==> config.mk <==
export PLATFORM = sky130hd
export DESIGN_NAME = cache_mem_arbiter
export DESIGN_NICKNAME = d
export VERILOG_FILES = /design/src/rtl/cache_mem_arbiter.sv
export SDC_FILE = /design/constraint.sdc
export NUM_CORES = 1
export LEC_CHECK = 0
export CORE_MARGIN = 2
export CORE_UTILIZATION = 39
export CTS_CLUSTER_SIZE = 12
export DETAILED_ROUTE_END_ITERATION = 8
export GPL_TIMING_DRIVEN = 0
export MAX_ROUTING_LAYER = met4
export PLACE_DENSITY = 0.87
export SLEW_MARGIN = 20
export SYNTH_ARGS = -nofsm -noshare
export SYNTH_HDL_FRONTEND = slang
export SYNTH_SLANG_ARGS = --single-unit
==> constraint.sdc <==
create_clock -name CLK -period 2.65 [get_ports CLK]
set_input_delay 0.53 -clock CLK [delete_from_list [all_inputs] [get_ports CLK]]
set_output_delay 0.53 -clock CLK [all_outputs]
set_load 0.05 [all_outputs]
==> src/rtl/cache_mem_arbiter.sv <==
// Cache-side memory arbiter: shares one RAM port between an instruction read
// port and a data read/write port. Data wins arbitration except when the
// instruction side has been passed over STARVE_LIMIT times in a row.
module cache_mem_arbiter #(
  parameter int unsigned STARVE_LIMIT = 4
) (
  input  logic        CLK,
  input  logic        nRST,
  // instruction port
  input  logic        iREN,
  input  logic [31:0] iaddr,
  output logic        iwait,
  output logic [31:0] iload,
  // data port
  input  logic        dREN,
  input  logic        dWEN,
  input  logic [31:0] daddr,
  input  logic [31:0] dstore,
  output logic        dwait,
  output logic [31:0] dload,
  // RAM port
  output logic        ramREN,
  output logic        ramWEN,
  output logic [31:0] ramaddr,
  output logic [31:0] ramstore,
  input  logic [31:0] ramload,
  input  logic        ram_ready
);

  localparam int unsigned CntW = (STARVE_LIMIT > 0) ? $clog2(STARVE_LIMIT + 1) : 1;
  localparam logic [CntW-1:0] Limit = CntW'(STARVE_LIMIT);

  localparam logic [1:0] IDLE  = 2'b00;
  localparam logic [1:0] DSERV = 2'b01;
  localparam logic [1:0] ISERV = 2'b10;

  logic [1:0]      state_q, state_d;
  logic [CntW-1:0] starve_cnt_q, starve_cnt_d;
  logic [31:0]     addr_q, addr_d;
  logic [31:0]     store_q, store_d;
  logic            wr_q, wr_d;

  logic d_req;
  logic starved;
  logic d_active;
  logic i_active;

  assign d_req    = dREN | dWEN;
  assign starved  = iREN && (starve_cnt_q == Limit);
  // A serve state only drives the RAM while its requester still asks for it.
  assign d_active = (state_q == DSERV) && d_req;
  assign i_active = (state_q == ISERV) && iREN;

  // Arbitration, request latching and starvation bookkeeping.
  always_comb begin
    state_d      = state_q;
    starve_cnt_d = starve_cnt_q;
    addr_d       = addr_q;
    store_d      = store_q;
    wr_d         = wr_q;
    case (state_q)
      IDLE: begin
        if (d_req && !starved) begin
          state_d = DSERV;
          addr_d  = daddr;
          store_d = dstore;
          wr_d    = dWEN;  // read+write together counts as a write
          if (!iREN) begin
            starve_cnt_d = '0;
          end else if (starve_cnt_q != Limit) begin
            starve_cnt_d = starve_cnt_q + CntW'(1);
          end
        end else if (iREN) begin
          state_d      = ISERV;
          addr_d       = iaddr;
          store_d      = '0;
          wr_d         = 1'b0;
          starve_cnt_d = '0;
        end
      end
      DSERV: begin
        if (!d_req || ram_ready) begin
          state_d = IDLE;
        end
      end
      ISERV: begin
        if (!iREN || ram_ready) begin
          state_d = IDLE;
        end
      end
      default: state_d = IDLE;
    endcase
  end

  // State registers with asynchronous clear.
  always_ff @(posedge CLK or negedge nRST) begin
    if (!nRST) begin
      state_q      <= IDLE;
      starve_cnt_q <= '0;
      addr_q       <= '0;
      store_q      <= '0;
      wr_q         <= 1'b0;
    end else begin
      state_q      <= state_d;
      starve_cnt_q <= starve_cnt_d;
      addr_q       <= addr_d;
      store_q      <= store_d;
      wr_q         <= wr_d;
    end
  end

  // RAM drive and requester responses, all from latched request values.
  always_comb begin
    ramREN   = 1'b0;
    ramWEN   = 1'b0;
    ramaddr  = '0;
    ramstore = '0;
    iwait    = 1'b1;
    dwait    = 1'b1;
    iload    = '0;
    dload    = '0;
    if (d_active) begin
      ramWEN   = wr_q;
      ramREN   = ~wr_q;
      ramaddr  = addr_q;
      ramstore = store_q;
      if (ram_ready) begin
        dwait = 1'b0;
        dload = wr_q ? '0 : ramload;
      end
    end else if (i_active) begin
      ramREN   = 1'b1;
      ramaddr  = addr_q;
      ramstore = store_q;
      if (ram_ready) begin
        iwait = 1'b0;
        iload = ramload;
      end
    end
  end

endmodule

==> results of run 1 <==
[cells in the final DEF (no fill, tap or decap), types with 2 or more instances in the layout]
cell type and instances:
a21oi_1 33, a22o_1 33, a31oi_1 32, and2_1 65, and3_1 3, buf_2 43
buf_4 80, buf_6 9, clkbuf_1 19, clkbuf_2 13, clkbuf_4 5, clkbuf_8 11
clkdlybuf4s15_1 3, clkdlybuf4s50_1 130, clkinv_2 2, dfrtp_1 70, diode_2 4, dlygate4sd2_1 8
ha_1 2, inv_1 4, mux2i_1 2, nand2_1 6, nand3_1 36, nor2b_1 63
o21ai_0 32
[repair_timing]
item,CTS,global route
setup endpoints to repair,132,16
cloned,1,0
pin swaps,1,1
setup buffers,3,0
gates resized for setup,680,28
[path summary, 6_finish.rpt]
| check | endpoint | slack (ns) | depth (start not counted) |
|---|---|---|---|
| max | iload[0] | 0.06 | 4 |
| min | addr_q[19] | 0.1 | 1 |
| max reg2reg | store_q[1] | 0.71 | 7 |
| min reg2reg | store_q[29] | 0.50 | 1 |
| max in group asynchronous | store_q[17] | 2.00 | 2 |
| min in group CLK | store_q[29] | 0.50 | 1 |
[flip-flops by register name (all words and copies together), names as in the netlist]
name,flops
addr_q,32
starve_cnt_q,3
state_q,2
store_q,32
wr_q,1
[cell families after synthesis]
logic type | after synthesis | synth area share
buf+inv | 48 | 0.05728
compound gates | 136 | 0.2178
fa+ha+maj | 2 | 0.006294
mux | 2 | 0.005036
simple gates | 183 | 0.2729
flops | 70 | 0.4407
[metrics by stage]
stage	worst slack [ns]	setup TNS [ns]	std cells	cell area (µm²)
6_report	0.06325	0	862	6685
5_1_grt	0.001044	0	861	6683
4_1_cts	0.01791	0	858	6716
3_5_place_dp	-0.9540	-101.54	840	6812
3_3_place_gp	-1.221	-183.65	839	6794
2_1_floorplan	0.2449	0	441	3975
[critical path: cells and delay by family]
family        cells  cell delay (ns)
buf+inv           2             1.12
simple gates      2             0.40
[area by class of cell]
class                   count  area (µm²)  share of cell area
repair buffers            270        2290              0.3425
multi-input cells         323        2014              0.3013
flip-flops and latches     70        1752              0.2620
plain buffers              43       249.0             0.03725
well taps                 133       166.4             0.02489
clock buffers              11       141.4             0.02115
clock inverters             4       47.55            0.007112
inverters                   4       15.01            0.002246
diodes                      4       10.01            0.001497
[power breakdown]
part | total (mW) | leakage [nW] | internal (mW) | switching (mW)
Combinational | 4.54 | 2.17 | 1.55 | 2.99
Clock | 0.842 | 0.0952 | 0.452 | 0.389
Sequential | 1.84 | 0.837 | 1.58 | 0.256
Total | 7.22 | 3.10 | 3.58 | 3.64
[routing by layer]
layer  up-vias  wire length (µm)
met5         -                 0
li1       2105                 -
met3        29              1065
met4         0               374
met1      2129              6018
met2       214              8132
==> out/qor.txt, run 1 <==
CTS tree -> yes
Critical path startpoint -> ram_ready
Clk sinks -> 70
Syn_area_per_cell -> 9.014 µm²
Worst slew margin -> 0.6232
Final GP Congestion -> 0.9875
Largest area contributor in the netlist -> dfrtp_1
Ys flop type -> dfrtp_1
RSZ-0062 raised after global routing -> no
Setup-failing EPs final -> 0
WL/cell -> 18.09 µm
Status -> finished, final reports clean
Total global-route track usage -> 0.2813
Synth warn -> 0
GRT Max-Usage Layer -> met2
FF-to-FF Start -> starve_cnt_q[0]
Post-detail-place hpwl -> 12.07 mm
WP data arrival -> 2.06 ns
Via count -> 4,477
Crit Path Max Fanout -> 6
Sequential area share after synthesis -> 0.4407
Core area -> 9819 µm²
DRC -> 0
Slew @ Worst Pin -> 0.5675 ns
Row cnt -> 36
Die Wd -> 105.0 µm
Routed wire length -> 15.59 mm
Final period demand of the worst path -> 2.587 ns
Overflow after GRT -> 0
Final core utilization -> 0.6808
Final Slew Violations -> 0
F_max -> 0.3866 GHz
Starting DRT DRC Count -> 276
Period Utilization, post-route -> 0.9761
IO Count -> 266
PD cells -> 1080 nW/µm²
Synth Instances -> 441
Fillers -> 887
MaxCap Viol Count -> 0
Crit path required time -> 2.12 ns
Via density per instance -> 5.194
Type of the worst setup path -> in -> out
GRT met2 Usage -> 0.4935
Yosys top cell area share -> 0.4407
Most common cell in the synthesized netlist -> dfrtp_1
Die area -> 11,020 µm²
Skew-Pair Late Insertion Delay -> 0.34 ns
Distinct cells, synth -> 30
First-pass GRT wire length -> 23.55 mm
GRT met3 Usage -> 0.06425
Layout net count -> 857
Hold Path Class -> in -> async
Bufs on Longest Clock Path -> 2
Leakage -> 3.104 nW
I/O Buffers -> 265
EDFF count, synth -> 0
Most frequent cells after synthesis -> dfrtp_1, and2_1, nor2b_1, nand3_1
Global-route met1 utilization -> 0.3172
Drt first pass iters -> 6
Worst IR Drop VDD -> 0.0004617 V
Initial antenna violation count -> 3
Die H -> 105.0 µm
Synth area leaders -> dfrtp_1, and2_1, nor2b_1
CP Launch Type -> input port
Antenna Nets Post-Route -> 0
H-Tree Depth -> 3
Final hold vios -> 0
Clock root cell -> clkbuf_8
Clk_skew -> 0.004694 ns
Area grow syn2layout -> 68.18%
Starting Density -> 0.4048
Syn Nets -> 577
Vias in the first global route -> 4,328
Largest net degree at the start of global routing -> 45
Slowest library cell on the worst path -> dlygate4sd2_1
Ys async rst share -> 1.000
Seq cells post-synth -> 70
Clock transition at path regs -> 0.07 ns
Total power -> 7.219 mW
CTS buffer count -> 9
Layout cells sized above 1 -> 0.2386
Syn Std Cell Area -> 3975 µm²
Hold slack -> 0.09682 ns
Slowest stage delay, CP -> 0.58 ns
CTS Hold Bufs -> 0
Critical path capture point type -> output port
CP Cell Sequence -> clkdlybuf4s50_1, and3_2, and2_1, dlygate4sd2_1
Note: power is estimated with default switching activity, not from simulation.
==> inputs of run 2 (changes only) <==
- CELL_PAD_IN_SITES_DETAIL_PLACEMENT: default -> 1
- CELL_PAD_IN_SITES_GLOBAL_PLACEMENT: default -> 2
- CORE_UTILIZATION: 39 -> 20
- PLACE_DENSITY: 0.87 -> default
- PLACE_DENSITY_LB_ADDON: default -> 0.1
- SETUP_SLACK_MARGIN: default -> 0.02
- SKIP_CTS_REPAIR_TIMING: default -> 1
==> run 2 against run 1 <==
  * Sequential cell count unchanged
  * Highest routed layer unchanged
  * Core utilization fell by 32 points
  * First-iteration DRC count is 49% lower
  * Cell count increased by 15%
  * Count of clock-buffer cells in the layout is 1 higher
  * Register-to-register slack about the same
  * Critical endpoint is now ramaddr[11]
  * Fmax rose by 0.69%
  * Worst hold slack better by 0.074 ns
  * Critical path type is now reg -> out
  * Sequential power about the same
  * Sequential share of layout area is 1.2 points lower
==> out/qor.txt, run 2 (synthesis gave the netlist of run 1 again) <==
CP Cell Sequence -> o21ba_4, a22oi_2, buf_4, buf_4, clkbuf_4, nor2b_1, buf_6
Critical path capture point type -> output port
FF-to-FF path depth -> 7 (unchanged)
Ant. Diodes -> 0 (-4)
Type of the worst setup path -> reg -> out
Leading cell types in the layout, fill and taps excluded -> clkdlybuf4s50_1, dfrtp_1, and2_1
IO Count -> 266 (unchanged)
Via density per instance -> 4.454 (-14%)
H-Tree Depth -> 3 (unchanged)
Fillers -> 2,303 (+160%)
Hold slack -> 0.1712 ns (+0.07441 ns)
Vias in the first global route -> 4,717 (+9.0%)
Layout cells sized above 1 -> 0.2380 (-0.0006565)
WL/cell -> 18.39 µm (+1.7%)
Setup WS pre-CTS -> -1.145 ns (-0.1907 ns)
Internal power -> 3.965 mW (+11%)
Slowest library cell on the worst path -> dfrtp_1
Crit path top cell by count -> buf_4
Critical path startpoint -> state_q[1]
Layout net count -> 858 (+0.12%)
Worst IR Drop VDD -> 0.0004736 V (+2.6%)
Routed wire length -> 18.24 mm (+17%)
Total power -> 7.761 mW (+7.5%)
Row cnt -> 51 (+42%)
RSZ-0062 raised after global routing -> yes
Setup-failing EPs final -> 0 (unchanged)
Clk sinks -> 70 (unchanged)
Period Utilization, post-route -> 0.9694 (-0.006693)
Power share of the sequential group -> 0.236 (-0.019)
Post-detail-place hpwl -> 14.20 mm (+18%)
Die Wd -> 145.0 µm (+38%)
Overflow after GRT -> 0 (unchanged)
Starting DRT DRC Count -> 142 (-49%)
Initial antenna violation count -> 0 (-3)
Antenna Nets Post-Route -> 0 (unchanged)
Skew-Pair Late Insertion Delay -> 0.34 ns (about the same)
Drt first pass iters -> 4 (-2)
Clk_skew -> 0.006770 ns (+0.002075 ns)
Starting Density -> 0.2042 (-0.2006)
Final period demand of the worst path -> 2.569 ns (-0.01774 ns)
First-pass GRT wire length -> 28.40 mm (+21%)
Commonest non-fill, non-tap cell in the layout -> clkdlybuf4s50_1
PD cells -> 1107 nW/µm² (+2.5%)
Min setup slack post-route -> 0.08098 ns (+0.01774 ns)
Logic pwr share -> 0.600 (-0.029)
I/O Buffers -> 265 (unchanged)
Leakage -> 3.294 nW (+6.1%)
Status -> finished, final reports clean
Slew @ Worst Pin -> 0.5922 ns (+0.02470 ns)
Final Slew Violations -> 0 (unchanged)
Slowest stage delay, CP -> 0.46 ns (-0.12 ns)
Sw Ratio -> 0.4891 (-0.01510)
Die H -> 145.0 µm (+38%)
Final GP Congestion -> 0.7953 (-19%)
Final hold vios -> 0 (unchanged)
CTS tree -> yes
Crit path required time -> 2.12 ns (about the same)
Worst slew margin -> 0.6040 (-0.01920)
Die area -> 21,020 µm² (+91%)
FF-to-FF Start -> starve_cnt_q[0]
Setup TNS Final -> 0 ns (unchanged)
Clk network pwr share -> 0.164 (+0.047)
Clock transition at path regs -> 0.06 ns (about the same)
Area grow syn2layout -> 76.36%
Clock root cell -> clkbuf_16
Crit Path Max Fanout -> 10 (+4)
MaxCap Viol Count -> 0 (unchanged)
Largest net degree at the start of global routing -> 40 (-11%)
Bufs on Longest Clock Path -> 2 (unchanged)
Hold Path Class -> in -> async
Sw power -> 3.796 mW (+4.3%)
Via count -> 4,418 (-1.3%)
DRC -> 0 (unchanged)
F_max -> 0.3893 GHz (+0.69%)
WP data arrival -> 2.04 ns (-0.02 ns)
Top Registers -> addr_q x32, store_q x32, starve_cnt_q x3
CTS buffer count -> 9 (unchanged)
Total global-route track usage -> 0.1772 (-0.1040)
Core area -> 19,460 µm² (+98%)
CP Launch Type -> flip-flop
[run 2: cell types whose count changed in the layout (fill, tap and decap cells not counted), sizes merged]
cell,before,now
buf,134,64
clkbuf,48,117
clkdlybuf4s15,3,0
clkinv,2,0
clkinvlp,1,2
diode,4,0
dlygate4sd2,8,0
dlymetal6s2s,1,15
inv,4,5
[run 2: worst max-delay path: cells and delay by family, from the launching register on]
family	cells	cell delay, ns
AOI/OAI and AO/OA	2	0.38
buffers and inverters	4	0.68
DFF	1	0.46
and+or+nand+nor	1	0.19
[run 2: final timing paths]
path	endpoint	slack (ns)
max in group asynchronous	addr_q[3]	1.89
max reg2reg	store_q[21]	0.72
min	store_q[7]	0.17
min in group CLK	store_q[27]	0.49
min reg2reg	store_q[27]	0.49
max	ramaddr[11]	0.08
[run 2: final cells by class]
cell class	count	area, µm²	share of cell area
plain buffers	44	231.5	0.03302
clock buffers	12	256.5	0.03659
clock inverters	4	53.80	0.007674
inverters	4	15.01	0.002142
multi-input cells	323	2017	0.2877
flip-flops and latches	70	1752	0.2499
well taps	265	331.6	0.04730
repair buffers	270	2354	0.3357
[run 2: power by group through the flow]
stage | clock network (mW) | registers, mW | logic [mW]
after global placement | 0 | 1.83 | 4.81
after detailed placement | 0 | 1.85 | 4.85
final | 1.27 | 1.83 | 4.66
after floorplan | 0 | 1.77 | 3.20
after global routing | 1.36 | 1.91 | 4.98
after CTS | 1.32 | 1.84 | 4.87
[run 2: stage by stage]
stage,instances,util,area [µm²]
2_1_floorplan,441,-,3975
3_3_place_gp,971,0.3576,6959
3_5_place_dp,972,0.3585,6977
4_1_cts,988,0.3744,7287
5_1_grt,992,0.3602,7010
6_report,992,0.3602,7010
[run 2: per-layer routing]
| metal | GRT usage | vias up | wire length (µm) |
|---|---|---|---|
| li1 | - | 2103 | - |
| met1 | 0.2075 | 2147 | 7782 |
| met2 | 0.3055 | 148 | 9192 |
| met3 | 0.04057 | 20 | 956 |
| met4 | 0.04901 | 0 | 310 |
| met5 | - | - | 0 |
==> inputs of run 3 (changes only) <==
- ABC_CLOCK_PERIOD_IN_PS: default -> 2650
- CAP_MARGIN: default -> 20
==> results of run 3 <==
No change in the layout: final DEF, timing and power equal those of run 2.
